===== config.mk =====
export PLATFORM = sky130hd
export DESIGN_NAME = apb_m_bridge
export DESIGN_NICKNAME = d
export VERILOG_FILES = /design/src/rtl/apb_m_bridge_pkg.sv /design/src/rtl/apb_m_bridge.sv
export SDC_FILE = /design/constraint.sdc
export NUM_CORES = 1
export LEC_CHECK = 0
export CAP_MARGIN = 20
export CORE_AREA = 8 8 118 120
export DETAILED_ROUTE_END_ITERATION = 12
export DIE_AREA = 0 0 126 128
export GPL_TIMING_DRIVEN = 0
export HOLD_SLACK_MARGIN = 0.1
export PLACE_DENSITY = 0.75
export SLEW_MARGIN = 20
export SYNTH_ARGS = -nofsm -noshare
export SYNTH_HDL_FRONTEND = slang
export SYNTH_SLANG_ARGS = --single-unit

===== constraint.sdc =====
create_clock -name clk -period 3.7 [get_ports clk]
set_input_delay 0.74 -clock clk [delete_from_list [all_inputs] [get_ports clk]]
set_output_delay 0.74 -clock clk [all_outputs]
set_load 0.1 [all_outputs]

===== src/rtl/apb_m_bridge_pkg.sv =====
// Shared types for the APB3 master bridge: FSM state encoding and the
// response record captured at the end of each transfer.
package apb_m_bridge_pkg;

    // Width of the read-data field in the captured response record.
    // The bridge's DATA_W parameter defaults to this value.
    localparam int RSP_DATA_W = 32;

    typedef enum logic [1:0] {
        IDLE   = 2'd0,
        SETUP  = 2'd1,
        ACCESS = 2'd2
    } state_t;

    typedef struct packed {
        logic [RSP_DATA_W-1:0] rdata;
        logic                  slverr;
        logic                  timeout;
    } rsp_t;

endpackage


===== src/rtl/apb_m_bridge.sv =====
// APB3 master: turns one valid/ready command into one APB transfer and
// returns a single response. One transfer in flight at a time; an optional
// wait-state timeout aborts transfers to a hung slave.
module apb_m_bridge
    import apb_m_bridge_pkg::*;
#(
    parameter int ADDR_W  = 32,
    parameter int DATA_W  = RSP_DATA_W,
    parameter int TIMEOUT = 16
) (
    input  logic              clk,
    input  logic              reset,
    input  logic              cmd_valid,
    output logic              cmd_ready,
    input  logic              cmd_write,
    input  logic [ADDR_W-1:0] cmd_addr,
    input  logic [DATA_W-1:0] cmd_wdata,
    output logic              rsp_valid,
    input  logic              rsp_ready,
    output logic [DATA_W-1:0] rsp_rdata,
    output logic              rsp_slverr,
    output logic              rsp_timeout,
    output logic              psel,
    output logic              penable,
    output logic              pwrite,
    output logic [ADDR_W-1:0] paddr,
    output logic [DATA_W-1:0] pwdata,
    input  logic [DATA_W-1:0] prdata,
    input  logic              pready,
    input  logic              pslverr
);

    // Counter must be able to hold the value TIMEOUT itself.
    localparam int CNT_W = ($clog2(TIMEOUT + 1) > 0) ? $clog2(TIMEOUT + 1) : 1;

    state_t             state_reg;
    state_t             state_next;
    logic [CNT_W-1:0]   wait_cnt_reg;
    logic               pwrite_reg;
    logic [ADDR_W-1:0]  paddr_reg;
    logic [DATA_W-1:0]  pwdata_reg;
    rsp_t               rsp_reg;
    logic               rsp_valid_reg;

    logic accept;
    logic done;
    logic timeout_hit;
    logic abort;

    assign cmd_ready   = (state_reg == IDLE) && !rsp_valid_reg;
    assign accept      = cmd_valid && cmd_ready;
    assign done        = (state_reg == ACCESS) && pready;
    // Threshold reached with the slave still stalling; pready in the same
    // cycle takes priority so a late but valid completion is never lost.
    assign timeout_hit = (TIMEOUT != 0) && (wait_cnt_reg == CNT_W'(TIMEOUT));
    assign abort       = (state_reg == ACCESS) && !pready && timeout_hit;

    // psel/penable decode straight from the state register so that reset
    // removes them asynchronously without an extra flop stage.
    assign psel        = (state_reg != IDLE);
    assign penable     = (state_reg == ACCESS);
    assign pwrite      = pwrite_reg;
    assign paddr       = paddr_reg;
    assign pwdata      = pwdata_reg;

    assign rsp_valid   = rsp_valid_reg;
    assign rsp_rdata   = DATA_W'(rsp_reg.rdata);
    assign rsp_slverr  = rsp_reg.slverr;
    assign rsp_timeout = rsp_reg.timeout;

    // Next-state decode for the SETUP/ACCESS sequence.
    always_comb begin
        state_next = state_reg;
        case (state_reg)
            IDLE:    if (accept) state_next = SETUP;
            SETUP:   state_next = ACCESS;
            ACCESS:  if (done || abort) state_next = IDLE;
            default: state_next = IDLE;
        endcase
    end

    // State register.
    always_ff @(posedge clk or posedge reset) begin
        if (reset) begin
            state_reg <= IDLE;
        end else begin
            state_reg <= state_next;
        end
    end

    // Wait-state counter: zeroed while entering ACCESS, counts stalled cycles.
    always_ff @(posedge clk or posedge reset) begin
        if (reset) begin
            wait_cnt_reg <= '0;
        end else if (state_reg == SETUP) begin
            wait_cnt_reg <= '0;
        end else if ((state_reg == ACCESS) && !pready) begin
            wait_cnt_reg <= wait_cnt_reg + CNT_W'(1);
        end
    end

    // APB request fields: loaded on command accept, held otherwise.
    always_ff @(posedge clk or posedge reset) begin
        if (reset) begin
            pwrite_reg <= 1'b0;
            paddr_reg  <= '0;
            pwdata_reg <= '0;
        end else if (accept) begin
            pwrite_reg <= cmd_write;
            paddr_reg  <= cmd_addr;
            pwdata_reg <= cmd_wdata;
        end
    end

    // Response register: captured on completion or abort, cleared on handshake.
    always_ff @(posedge clk or posedge reset) begin
        if (reset) begin
            rsp_reg       <= '0;
            rsp_valid_reg <= 1'b0;
        end else if (done) begin
            rsp_reg.rdata   <= pwrite_reg ? '0 : RSP_DATA_W'(prdata);
            rsp_reg.slverr  <= pslverr;
            rsp_reg.timeout <= 1'b0;
            rsp_valid_reg   <= 1'b1;
        end else if (abort) begin
            rsp_reg.rdata   <= '0;
            rsp_reg.slverr  <= 1'b1;
            rsp_reg.timeout <= 1'b1;
            rsp_valid_reg   <= 1'b1;
        end else if (rsp_valid_reg && rsp_ready) begin
            rsp_reg       <= '0;
            rsp_valid_reg <= 1'b0;
        end
    end

endmodule


After elaboration in Yosys (flattened, before gate mapping)

Cells that the tools add are included.

Register bits: 107
Output and inout bits: 103

Add/subtract/negate cells: 1
Eq/ne operators: 5
Muxes and demuxes: 12
Reductions and logical operators: 14

Operator list:

| cell                                                                     | count |
|---|---|
| 34-bit two-way mux                                                       | 3 |
| 32-bit two-way mux                                                       | 1 |
| 5-bit two-way mux                                                        | 2 |
| 1-bit logical AND                                                        | 6 |
| 2-bit case mux with 3 select lines                                       | 1 |
| 5-bit by 1-bit adder with 5-bit output (second input constant)           | 1 |
| 5-bit equality test (second input constant)                              | 1 |
| 2-bit two-way mux                                                        | 2 |
| 2-bit nonzero test                                                       | 2 |
| 1-bit two-way mux                                                        | 3 |
| 3-bit nonzero test                                                       | 1 |
| 2-bit by 1-bit equality test with 1-bit output (second input constant)   | 1 |
| 2-bit equality test (second input constant)                              | 1 |
| 1-bit zero test                                                          | 2 |
| 2-bit zero test                                                          | 1 |
| 2-bit by 1-bit inequality test with 1-bit output (second input constant) | 1 |
| 2-bit inequality test (second input constant)                            | 1 |
| 2-bit AND reduction                                                      | 1 |
| 1-bit logical OR                                                         | 1 |

Depth between registers and ports, before layout

Gate-level depths: netlist of the first run.

Depth after elaboration: 6
Mapped depth: 6
Mapped depth without buffers: 5

Worst setup path before layout of the first run

Ideal clock, no wire load.

Path type: reg2reg
Start: reg rsp_valid_reg (netlist: rsp_valid)
End: reg paddr_reg[0] (netlist: paddr[0])
Library setup time: 0.126 ns
Arrival time: 3.028 ns
Data required time: 3.574 ns
Path slack: 0.546 ns
Stages on the path, launching flop included: 6
Period minus slack after synthesis: 3.154 ns
Path through: dfrtp_1 nor3_2 and2_4 buf_12 buf_12 mux2_4

Cells in the longest elaborated chain, start to end: 3

Ends and longest elaborated chain:

| what                   | line                | text |
|---|---|---|
| from (decl)            | apb_m_bridge.sv:43  | `logic rsp_valid_reg;` |
| from (signal assigned) | apb_m_bridge.sv:119 | `rsp_valid_reg <= 1'b0;` |
| from (signal assigned) | apb_m_bridge.sv:124 | `rsp_valid_reg <= 1'b1;` |
| from (signal assigned) | apb_m_bridge.sv:129 | `rsp_valid_reg <= 1'b1;` |
| 1-bit zero test        | apb_m_bridge.sv:50  | `assign cmd_ready = (state_reg == IDLE) && !rsp_valid_reg;` |
| 1-bit logical AND      | apb_m_bridge.sv:50  |  |
| net cmd_ready          | apb_m_bridge.sv:14  | `output logic cmd_ready,` |
| 1-bit logical AND      | apb_m_bridge.sv:51  | `assign accept = cmd_valid && cmd_ready;` |
| to (signal assigned)   | apb_m_bridge.sv:110 | `paddr_reg <= cmd_addr;` |
| to (decl)              | apb_m_bridge.sv:40  | `logic [ADDR_W-1:0] paddr_reg;` |

The timed path passes the listed nets, and every way through them passes these cells.
A chain may end at the register's enable or synchronous reset.

Final worst setup path of the first run

Start: reg state_reg[1]
End: out psel

Cells in the longest elaborated chain, start to end: 1

Ends and longest elaborated chain:

| what                   | line               | text |
|---|---|---|
| from (decl)            | apb_m_bridge.sv:36 | `state_t state_reg;` |
| from (signal assigned) | apb_m_bridge.sv:87 | `state_reg <= state_next;` |
| 2-bit nonzero test     | apb_m_bridge.sv:60 | `assign psel = (state_reg != IDLE);` |
| to (decl)              | apb_m_bridge.sv:23 | `output logic psel,` |

No other way between the ends.

==> run summary, run 1 <==
The flow ran to the end, and the final reports show no timing, DRC or antenna violations. The sequential element share of the synthesized area is about three fifths. The number of hold violations in the final report came out at 0.

The total wire length came out at about 12000 um. The leading area contributor after synthesis is sky130_fd_sc_hd__dfrtp_1. The kind of start point of the critical path is a flip-flop.

The startpoint identified for the worst hold timing path is paddr[31]. Ranked by total cell area, the synthesized netlist is headed by sky130_fd_sc_hd__dfrtp_1, sky130_fd_sc_hd__mux2_4, sky130_fd_sc_hd__a22o_1, sky130_fd_sc_hd__mux2_2, sky130_fd_sc_hd__buf_12. The effective utilization at floorplan came out at between 30% and 40%.

The total DRC errors in the routed layout is 0. The total clock sinks came out at 107. The net count of the mapped netlist is 373. The register bit total from synthesis came out at 107. The cell area after synthesis came out at 4330 um2. The number of DRC markers in iteration 0 came out at ~160.

In this run the register-to-register setup slack is ~1900 ps. In this run the critical register-to-register path is launched from wait_cnt_reg[0]. The setup path with the least slack is of type flip-flop to primary output.

The maximum number of pins on one net before global-route repair came out at 56. Tracing the worst setup path back leads to its startpoint at state_reg[1]. The via count of the first global-routing pass is 3409. The count of endpoints failing setup in the final report is 0. TritonCTS built the clock tree. The worst path arrival time is 2250 ps. The number of buffers inserted by port buffering came out at about 210.

Across the run, the number of max-cap violations was 0. The detail-routed via count per cell is 4.86. The number of levels the H-tree was split into came out at 3. After filler insertion, the fill cell instance count of the layout stands at 1009. The required time at the worst-slack endpoint is 2960 ps.

The Yosys warning count came out at 0. Cells fill a little under three fifths of the core in the end. The clock latency at the later pin of the worst-skew pair came out at 340 ps. In the final routed layout, each cell accounts on average for between 15 and 20 um. After synthesis, the mean cell area works out to 16.2 um2.

In this run the worst hold path is classified as flip-flop to flip-flop. The number of nets at the end of the flow came out at 590. The worst-path maximum fanout is 10. The number of placement rows is 41. After clock tree synthesis, the clock-pin slew on the worst setup and hold paths is ~70 ps. The number of setup buffers added after CTS came out at 0.

Setup repair after global routing left no endpoint under its margin. STA classifies the critical path endpoint as a primary output. The region available for standard cell placement spans 12200 um2.

The highest achievable clock rate came out at ~330 MHz. Across every metal layer, demand over resource in global routing totals 14.8%. After global routing the overflow that remains totals 0. Summing all multi-input logic gate instances after layout gives 1470 um2. The total count of max-transition violations in the final report came out at 0. The via total after detailed routing is 3108. The share of the cycle needed by the critical path after routing came out at 80.7%. The die covers 16100 um2. The detailed-router iteration count before antenna repair is 4. The finished cells cover 6930 um2. The number of hold buffers added after CTS was 0. The number of distinct library cells after synthesis is 29.

The slew at the pin with the worst max-slew slack is 1020 ps. The worst slack on hold paths is 504 ps. In this run, post-CTS repair resized a total of 0 instances.

The CTS buffer count came out at 9. The area share of the largest cell type after synthesis came out at 61.8%. The repair_antennas step left the layout with diodes totalling 0. The area growth from synthesis to layout is 60.1%. The count of mapped cells out of synthesis is 268.

The number of ports placed on the die boundary is 206. The number of buffers on the longest clock path is 2. Headroom to the max-slew limit came out at 31.6%. The first global-routing pass estimated 19000 um of wire. The setup clock skew after layout came out at 5.38 ps. The floorplan die width came out at between 100 and 150 um.

The smallest clock period supported by the final layout is computed as ~3000 ps. The cell sitting at the root of the clock tree is a sky130_fd_sc_hd__clkbuf_16. The floorplan die height is 128 um. The global placement routability congestion is between 0.7 and 0.8. Cells with a size suffix above 1 make up 20.8% of the layout. After detailed placement, the total cell area comes to ~6600 um2. The detail route stage leaves a number of antenna-violating nets equal to 0.

The wire-length estimate of the detail-placed layout is 9170 um. The initial antenna violation count is 0. The combined flip-flop and latch cell area came out at about 2700 um2.
kinds of logic after synthesis:
family	share of synthesized area, %
flip-flops	61.8
multiplexers	20.5
AO/OA/AOI/OAI	9.68
AND/OR/NAND/NOR	3.24
buffers and inverters	4.10
adder cells (fa/ha/maj)	0.578
cells in the mapped netlist:
cell / n
sky130_fd_sc_hd__dfrtp_1: 107
sky130_fd_sc_hd__mux2_4: 39
sky130_fd_sc_hd__a22o_1: 36
sky130_fd_sc_hd__mux2_2: 27
sky130_fd_sc_hd__nor2_1: 6
sky130_fd_sc_hd__buf_12: 5
sky130_fd_sc_hd__buf_2: 5
sky130_fd_sc_hd__inv_1: 5
sky130_fd_sc_hd__buf_4: 4
sky130_fd_sc_hd__nand2_1: 4
sky130_fd_sc_hd__a32o_1: 3
sky130_fd_sc_hd__and2_1: 3
sky130_fd_sc_hd__nor2b_1: 3
sky130_fd_sc_hd__a21oi_1: 2
sky130_fd_sc_hd__a41o_1: 2
sky130_fd_sc_hd__ha_1: 2
sky130_fd_sc_hd__nand4_1: 2
sky130_fd_sc_hd__o21ai_0: 2
sky130_fd_sc_hd__a21o_1: 1
sky130_fd_sc_hd__a22oi_1: 1
sky130_fd_sc_hd__and2_4: 1
sky130_fd_sc_hd__and2b_1: 1
sky130_fd_sc_hd__and4bb_2: 1
sky130_fd_sc_hd__clkbuf_1: 1
sky130_fd_sc_hd__nand3b_1: 1
sky130_fd_sc_hd__nor3_2: 1
sky130_fd_sc_hd__o22ai_1: 1
sky130_fd_sc_hd__o22ai_2: 1
sky130_fd_sc_hd__or2_2: 1
path summary, 6_finish.rpt:
kind | to | cells after the start
max reg2reg | rsp_rdata[1] | 6
max | psel | 3
min in group asynchronous | rsp_rdata[12] | 2
min reg2reg | paddr[31] | 1
min | paddr[31] | 1
max in group asynchronous | paddr[17] | 3
critical path, stage by stage (launching register included):
cell and delay [ps]:
sky130_fd_sc_hd__dfrtp_1 410, sky130_fd_sc_hd__buf_2 220, sky130_fd_sc_hd__or2_2 140, sky130_fd_sc_hd__clkdlybuf4s50_1 1130
layout make-up:
cell class / instances / area share (%)
repair buffers: 206 / 30.0
multi-input cells: 141 / 21.3
plain buffers: 15 / 2.29
well taps: 150 / 2.71
clock inverters: 4 / 1.05
clock buffers: 12 / 3.70
inverters: 5 / 0.343
flip-flops and latches: 107 / 38.6
through the flow:
stage          setup TNS, ps  cells  setup slack [ps]
2_1_floorplan              0    268               143
3_5_place_dp               0    624              1090
6_report                   0    640               713
4_1_cts                    0    640               691
3_3_place_gp         -146260    623             -1370
5_1_grt                    0    640               610
cell usage in the layout, fill, tap and decap left out, drive strengths merged:
| master | instances |
|---|---|
| clkinvlp | 1 |
| buf | 15 |
| nand4 | 2 |
| and2b | 1 |
| clkinv | 1 |
| nor2b | 3 |
| a22oi | 1 |
| clkbuf | 13 |
| ha | 2 |
| o22ai | 2 |
| nor3 | 1 |
| a22o | 36 |
| nand3b | 1 |
| clkdlybuf4s50 | 205 |
| a21o | 1 |
| bufinv | 2 |
| a21oi | 2 |
| a32o | 3 |
| or2 | 1 |
| a41o | 2 |
| nor2 | 6 |
| o21ai | 2 |
| and4bb | 1 |
| inv | 5 |
| and2 | 4 |
| nand2 | 4 |
| mux2 | 66 |
| dfrtp | 107 |
routing by layer:
| metal | up-vias | wire (um) | global-route usage (%) |
|---|---|---|---|
| met5 | - | 0 | 0 |
| met4 | 0 | 253 | 6.23 |
| met3 | 17 | 892 | 5.07 |
| met2 | 125 | 5910 | 24.1 |
| met1 | 1556 | 4950 | 17.6 |
| li1 | 1410 | - | - |
Power of run 1 is left out: the tool's default activity adds up to more than one toggle a clock period on the data nets, which glitch-free logic cannot reach.
==> run 2: changes to the inputs <==
Clock period 3.7 ns to 2.5 ns, I/O delays scaled along.
==> run 2 against run 1 <==
Compared with the run above:
- core utilization decreased by 0.25 points
- sequential cell count is the same
- critical path depth fell by 2
- clock-buffer cell count is the same
==> run summary, run 2 (synthesis gave the netlist of run 1 again) <==
The final standard cell utilization of the core is 56.5% (was 56.8%). The cell area after placement is 6650 um2 (was 6600 um2). The slowest library cell on the worst path is sky130_fd_sc_hd__clkdlybuf4s50_1 (unchanged). The clock slew seen by the registers of the worst setup and hold paths came out at 70 ps (about the same).

The number of buffers on the longest clock path is 2 (unchanged). The CTS buffer count came out at 9 (unchanged). The number of nets at the end of the flow is 592 (was 590). The shortest clock period the worst path allows after layout is 2390 ps. The worst path arrival time is 1890 ps (was 2250 ps). The type of the setup path with the least slack is flip-flop to primary output (unchanged).

The slew at the pin with the worst max-slew slack came out at 1020 ps (about the same). The highest achievable clock rate came out at 419 MHz. Outcome: finished clean (unchanged).

The setup clock skew after layout came out at 6.46 ps (was 5.38 ps). The number of DRC markers in iteration 0 was 126 (was 163). The total wire length is 12000 um (about the same). The number of buffers inserted by port buffering is 205 (unchanged). The area of the core region came out at 12200 um2 (unchanged).

The total DRC errors in the routed layout is 0 (unchanged). The post-detailed-route count of antenna-violating nets came out at 0 (unchanged). The area enclosed by the die boundary was 16100 um2 (unchanged). The area growth from synthesis to layout came out at 59.4% (was 60.1%).

The floorplan die height came out at 128 um (unchanged). The via total after detailed routing is 3114 (was 3108). The clock tree from TritonCTS is built (unchanged). The largest incremental delay on the critical path is 1170 ps (was 1130 ps). The type of the worst min-delay path is flip-flop to flip-flop (unchanged). The count of endpoints failing setup in the final report was 0 (unchanged). The max-capacitance violation count came out at 0 (unchanged). The total buffers and inverters traversed by the critical path was 1 (was 2).

The number of buffers inserted for hold repair after clock tree synthesis came out at 0 (unchanged). The share of the cycle needed by the critical path after routing is 95.4%. The number of setup buffers added after CTS came out at 0 (unchanged). The detail-routed via count per cell is 4.87 (was 4.86). The pre-CTS setup slack came out at 73.5 ps (was 1090 ps). The combined global-route utilization of all metal layers came out at 15.0% (was 14.8%).

The global placement routability congestion is 0.780 (was 0.768). The post-detailed-placement half-perimeter wirelength is 9400 um (was 9170 um). The total count of max-transition violations in the final report came to 0 (unchanged). The buffer cell driving the clock tree root is sky130_fd_sc_hd__clkbuf_16 (unchanged).

The number of placement rows came out at 41 (unchanged). The routed length per instance came out at 18.7 um (was 18.8 um). The number of hold violations in the final report came out at 0 (unchanged). The least setup slack across all paths after layout came out at 115 ps (was 713 ps). The first-pass GRT wire length came out at 19100 um (was 19000 um).

The worst-path maximum fanout came out at 3 (was 10). The most common cell after layout, fill and taps aside was sky130_fd_sc_hd__clkdlybuf4s50_1 (unchanged). The required time at the worst-slack endpoint came out at 2000 ps (was 2960 ps). The kind of start point of the critical path is a flip-flop (unchanged). The cell area after layout is 6900 um2 (was 6930 um2). The overall overflow remaining after global route came out at 0 (unchanged). The via count of the first global-routing pass came out at 3466 (was 3409). The detailed-router iteration count before antenna repair came out at 4 (unchanged). The maximum number of pins on one net before global-route repair was 32 (was 56). The number of ports placed on the die boundary came out at 206 (unchanged). Commonest non-fill, non-tap cells in the layout: sky130_fd_sc_hd__clkdlybuf4s50_1, sky130_fd_sc_hd__dfrtp_1, sky130_fd_sc_hd__mux2_4, sky130_fd_sc_hd__a22o_1, sky130_fd_sc_hd__mux2_2 (unchanged). The total clock sinks came out at 107 (unchanged). RSZ-0062 raised after global routing: false (unchanged). The type of destination of the critical path is a primary output (unchanged). Chain of cells forming the critical path: clkdlybuf4s50_1 (was buf_2 > or2_2 > clkdlybuf4s50_1). The cell family with the largest share of critical-path delay is buffers and inverters (unchanged). The count of antenna diodes in the layout is 0 (unchanged). The share of cells above drive strength 1 came to 21.2% (was 20.8%). The initial antenna violation count came to 0 (unchanged). The clock latency at the later pin of the worst-skew pair came to 340 ps (about the same). The floorplan die width came out at 126 um (unchanged). The number of levels the H-tree was split into is 3 (unchanged). The effective utilization at floorplan came out at 35.5% (unchanged). The headroom to the max-slew limit came to 31.8% (was 31.6%).
## run 2: cell types whose count changed in the layout (fill, tap and decap cells not counted), sizes merged
cell,change
buf,+2
bufinv,-2
clkbuf,+2
clkdlybuf4s50,-4
clkinv,-1
clkinvlp,+2
dlygate4sd2,+1
dlymetal6s2s,+1
inv,-1
## run 2: path summary, 6_finish.rpt
check | end | slack (ps) | cells past startpoint | start
max reg2reg | rsp_rdata[8] | 710 | 6 | wait_cnt_reg[0]
min in group asynchronous | pwdata[0] | 630 | 2 | reset
max in group asynchronous | rsp_rdata[7] | 1060 | 4 | reset
min | paddr[11] | 500 | 1 | paddr[11]
max | pwrite | 110 | 1 | pwrite
min reg2reg | paddr[11] | 500 | 1 | paddr[11]
## run 2: per-layer routing
layer  track usage [%]  vias to the layer above  wire length, um
met5                 0                        -                0
met4              4.88                        0              208
met3              6.66                       15              989
met2              25.9                      120             6170
met1              16.2                     1571             4580
li1                  -                     1408                -
## run 2: cell type report
class | count | area, um2
Fill cell | 1012 | 5310
Sequential cell | 107 | 2680
Timing Repair Buffer | 208 | 2110
Multi-Input combinational cell | 141 | 1480
Clock buffer | 12 | 246
Tap cell | 150 | 188
Buffer | 15 | 159
Inverter | 5 | 22.5
Clock inverter | 2 | 15.0
## run 2: per-stage QoR
stage,setup TNS [ps],hold WS (ps),std cells
after CTS,-50.6,509,640
after global placement,-35370,487,623
after global routing,0,520,640
after detailed placement,0,491,626
final,0,504,640
after floorplan,0,530,268
## run 2: repair_timing
action                                  4_1_cts  5_1_grt
cloned                                        0        0
endpoints found under the hold margin         0        0
resized for setup                             4        4
endpoints found under the setup margin        3        3
Power of run 2 is left out for the same reason.
==> run 3: changes to the inputs <==
Settings changed: MAX_ROUTING_LAYER set to met4.
==> run 3 against run 2 <==
Compared with the run above:
- critical path depth stayed put
- worst setup slack worse by 57 ps
- die area stayed put
- core utilization hardly changed
==> run summary, run 3 (synthesis gave the netlist of run 1 again) <==
Outcome: finished clean (unchanged). The initial antenna violation count came to 0 (unchanged). The required time at the worst-slack endpoint came out at 2000 ps (about the same). The highest achievable clock rate is 410 MHz (was 419 MHz).

The cell area after placement came out at 6650 um2 (unchanged). The combined global-route utilization of all metal layers is 15.4% (was 15.0%). The type of the worst min-delay path is flip-flop to flip-flop (unchanged).

The clock latency at the later pin of the worst-skew pair is 340 ps (about the same). The total wire length is 12000 um (about the same). The total count of max-transition violations in the final report is 0 (unchanged). The shortest clock period the worst path allows after layout is 2440 ps (was 2390 ps). The number of buffers on the longest clock path came out at 2 (unchanged). The CTS buffer count is 9 (unchanged). The met3 demand-to-capacity share in global routing was 5.49% (was 6.66%). The count of endpoints failing setup in the final report came out at 0 (unchanged). The number of setup buffers added after CTS came out at 0 (unchanged).

The floorplan die width is 126 um (unchanged). The share of cells above drive strength 1 came out at 21.2% (unchanged). The maximum number of pins on one net before global-route repair came out at 32 (unchanged).

The global placement routability congestion came to 0.791 (was 0.780). The routed length per instance was 18.7 um (about the same). The cell family with the largest share of critical-path delay is buffers and inverters (unchanged). The max-capacitance violation count came out at 0 (unchanged). The number of ports placed on the die boundary came to 206 (unchanged). The area enclosed by the die boundary is 16100 um2 (unchanged). The number of hold violations in the final report came out at 0 (unchanged). The clock slew seen by the registers of the worst setup and hold paths is 70 ps (about the same).

The area growth from synthesis to layout is 59.3% (was 59.4%). The headroom to the max-slew limit is 31.8% (about the same). The number of nets at the end of the flow came out at 592 (unchanged). The setup clock skew after layout is 6.63 ps (was 6.46 ps). RSZ-0062 raised after global routing: false (unchanged).

The overall overflow remaining after global route came out at 0 (unchanged). Chain of cells forming the critical path: clkdlybuf4s50_1 (unchanged). The share of the cycle needed by the critical path after routing is 97.7% (was 95.4%). The total buffers and inverters traversed by the critical path came out at 1 (unchanged). The number of buffers inserted for hold repair after clock tree synthesis came out at 0 (unchanged). The detailed-router iteration count before antenna repair came out at 4 (unchanged). The global routing met2 resource utilization is 25.8% (was 25.9%). The fill cell instance count of the final layout came to 1011 (was 1012). The most common cell after layout, fill and taps aside is sky130_fd_sc_hd__clkdlybuf4s50_1 (unchanged).

The count of antenna diodes in the layout was 0 (unchanged). The cell area after layout came out at 6900 um2 (about the same). The clock tree from TritonCTS is built (unchanged).

The accumulated negative setup slack came out at 0 ps (unchanged). The most utilized layer in the global route result is met2 (unchanged). The type of destination of the critical path is a primary output (unchanged). The number of levels the H-tree was split into is 3 (unchanged). The global-route track usage on met1 came out at 17.0% (was 16.2%). The first-pass GRT wire length came out at 19100 um (about the same). The slowest library cell on the worst path is sky130_fd_sc_hd__clkdlybuf4s50_1 (unchanged). The final standard cell utilization of the core is 56.5% (about the same).

The number of placement rows is 41 (unchanged). The area of the core region was 12200 um2 (unchanged). The number of DRC markers in iteration 0 is 136 (was 126). The effective utilization at floorplan came out at 35.5% (unchanged). The worst slack on hold paths was 502 ps (was 504 ps).

Commonest non-fill, non-tap cells in the layout: sky130_fd_sc_hd__clkdlybuf4s50_1, sky130_fd_sc_hd__dfrtp_1, sky130_fd_sc_hd__mux2_4, sky130_fd_sc_hd__a22o_1, sky130_fd_sc_hd__mux2_2 (unchanged). The detail-routed via count per cell is 4.84 (was 4.87). The type of the setup path with the least slack is flip-flop to primary output (unchanged). The total DRC errors in the routed layout is 0 (unchanged). The slew at the pin with the worst max-slew slack came out at 1020 ps (about the same). The via total after detailed routing is 3097 (was 3114). The largest incremental delay on the critical path is 1160 ps (was 1170 ps). The floorplan die height is 128 um (unchanged).

The via count of the first global-routing pass is 3476 (was 3466). The buffer cell driving the clock tree root is sky130_fd_sc_hd__clkbuf_16 (unchanged). The total clock sinks was 107 (unchanged). The post-detailed-placement half-perimeter wirelength is 9400 um (unchanged). The post-detailed-route count of antenna-violating nets came out at 0 (unchanged). The worst path arrival time is 1940 ps (was 1890 ps). The number of buffers inserted by port buffering came out at 205 (unchanged). The kind of start point of the critical path is a flip-flop (unchanged). The worst-path maximum fanout came to 6 (was 3).
run 3: cell types whose count changed in the layout (fill, tap and decap cells not counted):
cell,previous run,this run
sky130_fd_sc_hd__dlymetal6s2s_1,1,0
sky130_fd_sc_hd__clkdlybuf4s50_1,201,202
run 3: worst register-to-register path, delay by kind of cell (launching register included):
family	cells	cell delay, ps
flip-flops	1	420
buffers and inverters	2	370
AND/OR/NAND/NOR	1	260
adder cells (fa/ha/maj)	1	200
AO/OA/AOI/OAI	2	490
run 3: cell type report:
cell class	instances	area, um2	share of cell area, %
buffer	15	159	2.30
clock buffer	12	246	3.57
timing repair buffer	208	2110	30.6
multi-input combinational	141	1480	21.5
tap	150	188	2.72
inverter	5	22.5	0.327
clock inverter	2	15.0	0.218
sequential	107	2680	38.8
run 3: metrics by stage:
| step | instances | setup WS, ps |
|---|---|---|
| 2_1_floorplan | 268 | 2.30 |
| 3_3_place_gp | 623 | -492 |
| 3_5_place_dp | 626 | 73.5 |
| 4_1_cts | 640 | -50.6 |
| 5_1_grt | 640 | 1.93 |
| 6_report | 640 | 58.2 |
run 3: per-layer routing:
metal	vias to the layer above	routed length, um
met4	0	209
li1	1407	-
met5	-	0
met1	1553	4860
met3	16	758
met2	121	6120
run 3: worst paths after layout:
check / start / to / slack (ps) / cells past startpoint
hold reg to reg: rsp_rdata[26] / rsp_rdata[26] / 500 / 1
setup / recovery: rsp_valid / rsp_valid / 60 / 1
setup reg to reg: wait_cnt_reg[0] / rsp_rdata[8] / 700 / 6
hold / removal: rsp_rdata[26] / rsp_rdata[26] / 500 / 1
min in group asynchronous: reset / pwdata[0] / 630 / 2
max in group asynchronous: reset / rsp_rdata[7] / 1070 / 4
run 3: what timing repair did:
action                                  4_1_cts  5_1_grt
gates cloned                                  0        0
gates resized for setup                       4        3
endpoints found under the setup margin        3        2
Power of run 3 is left out for the same reason.
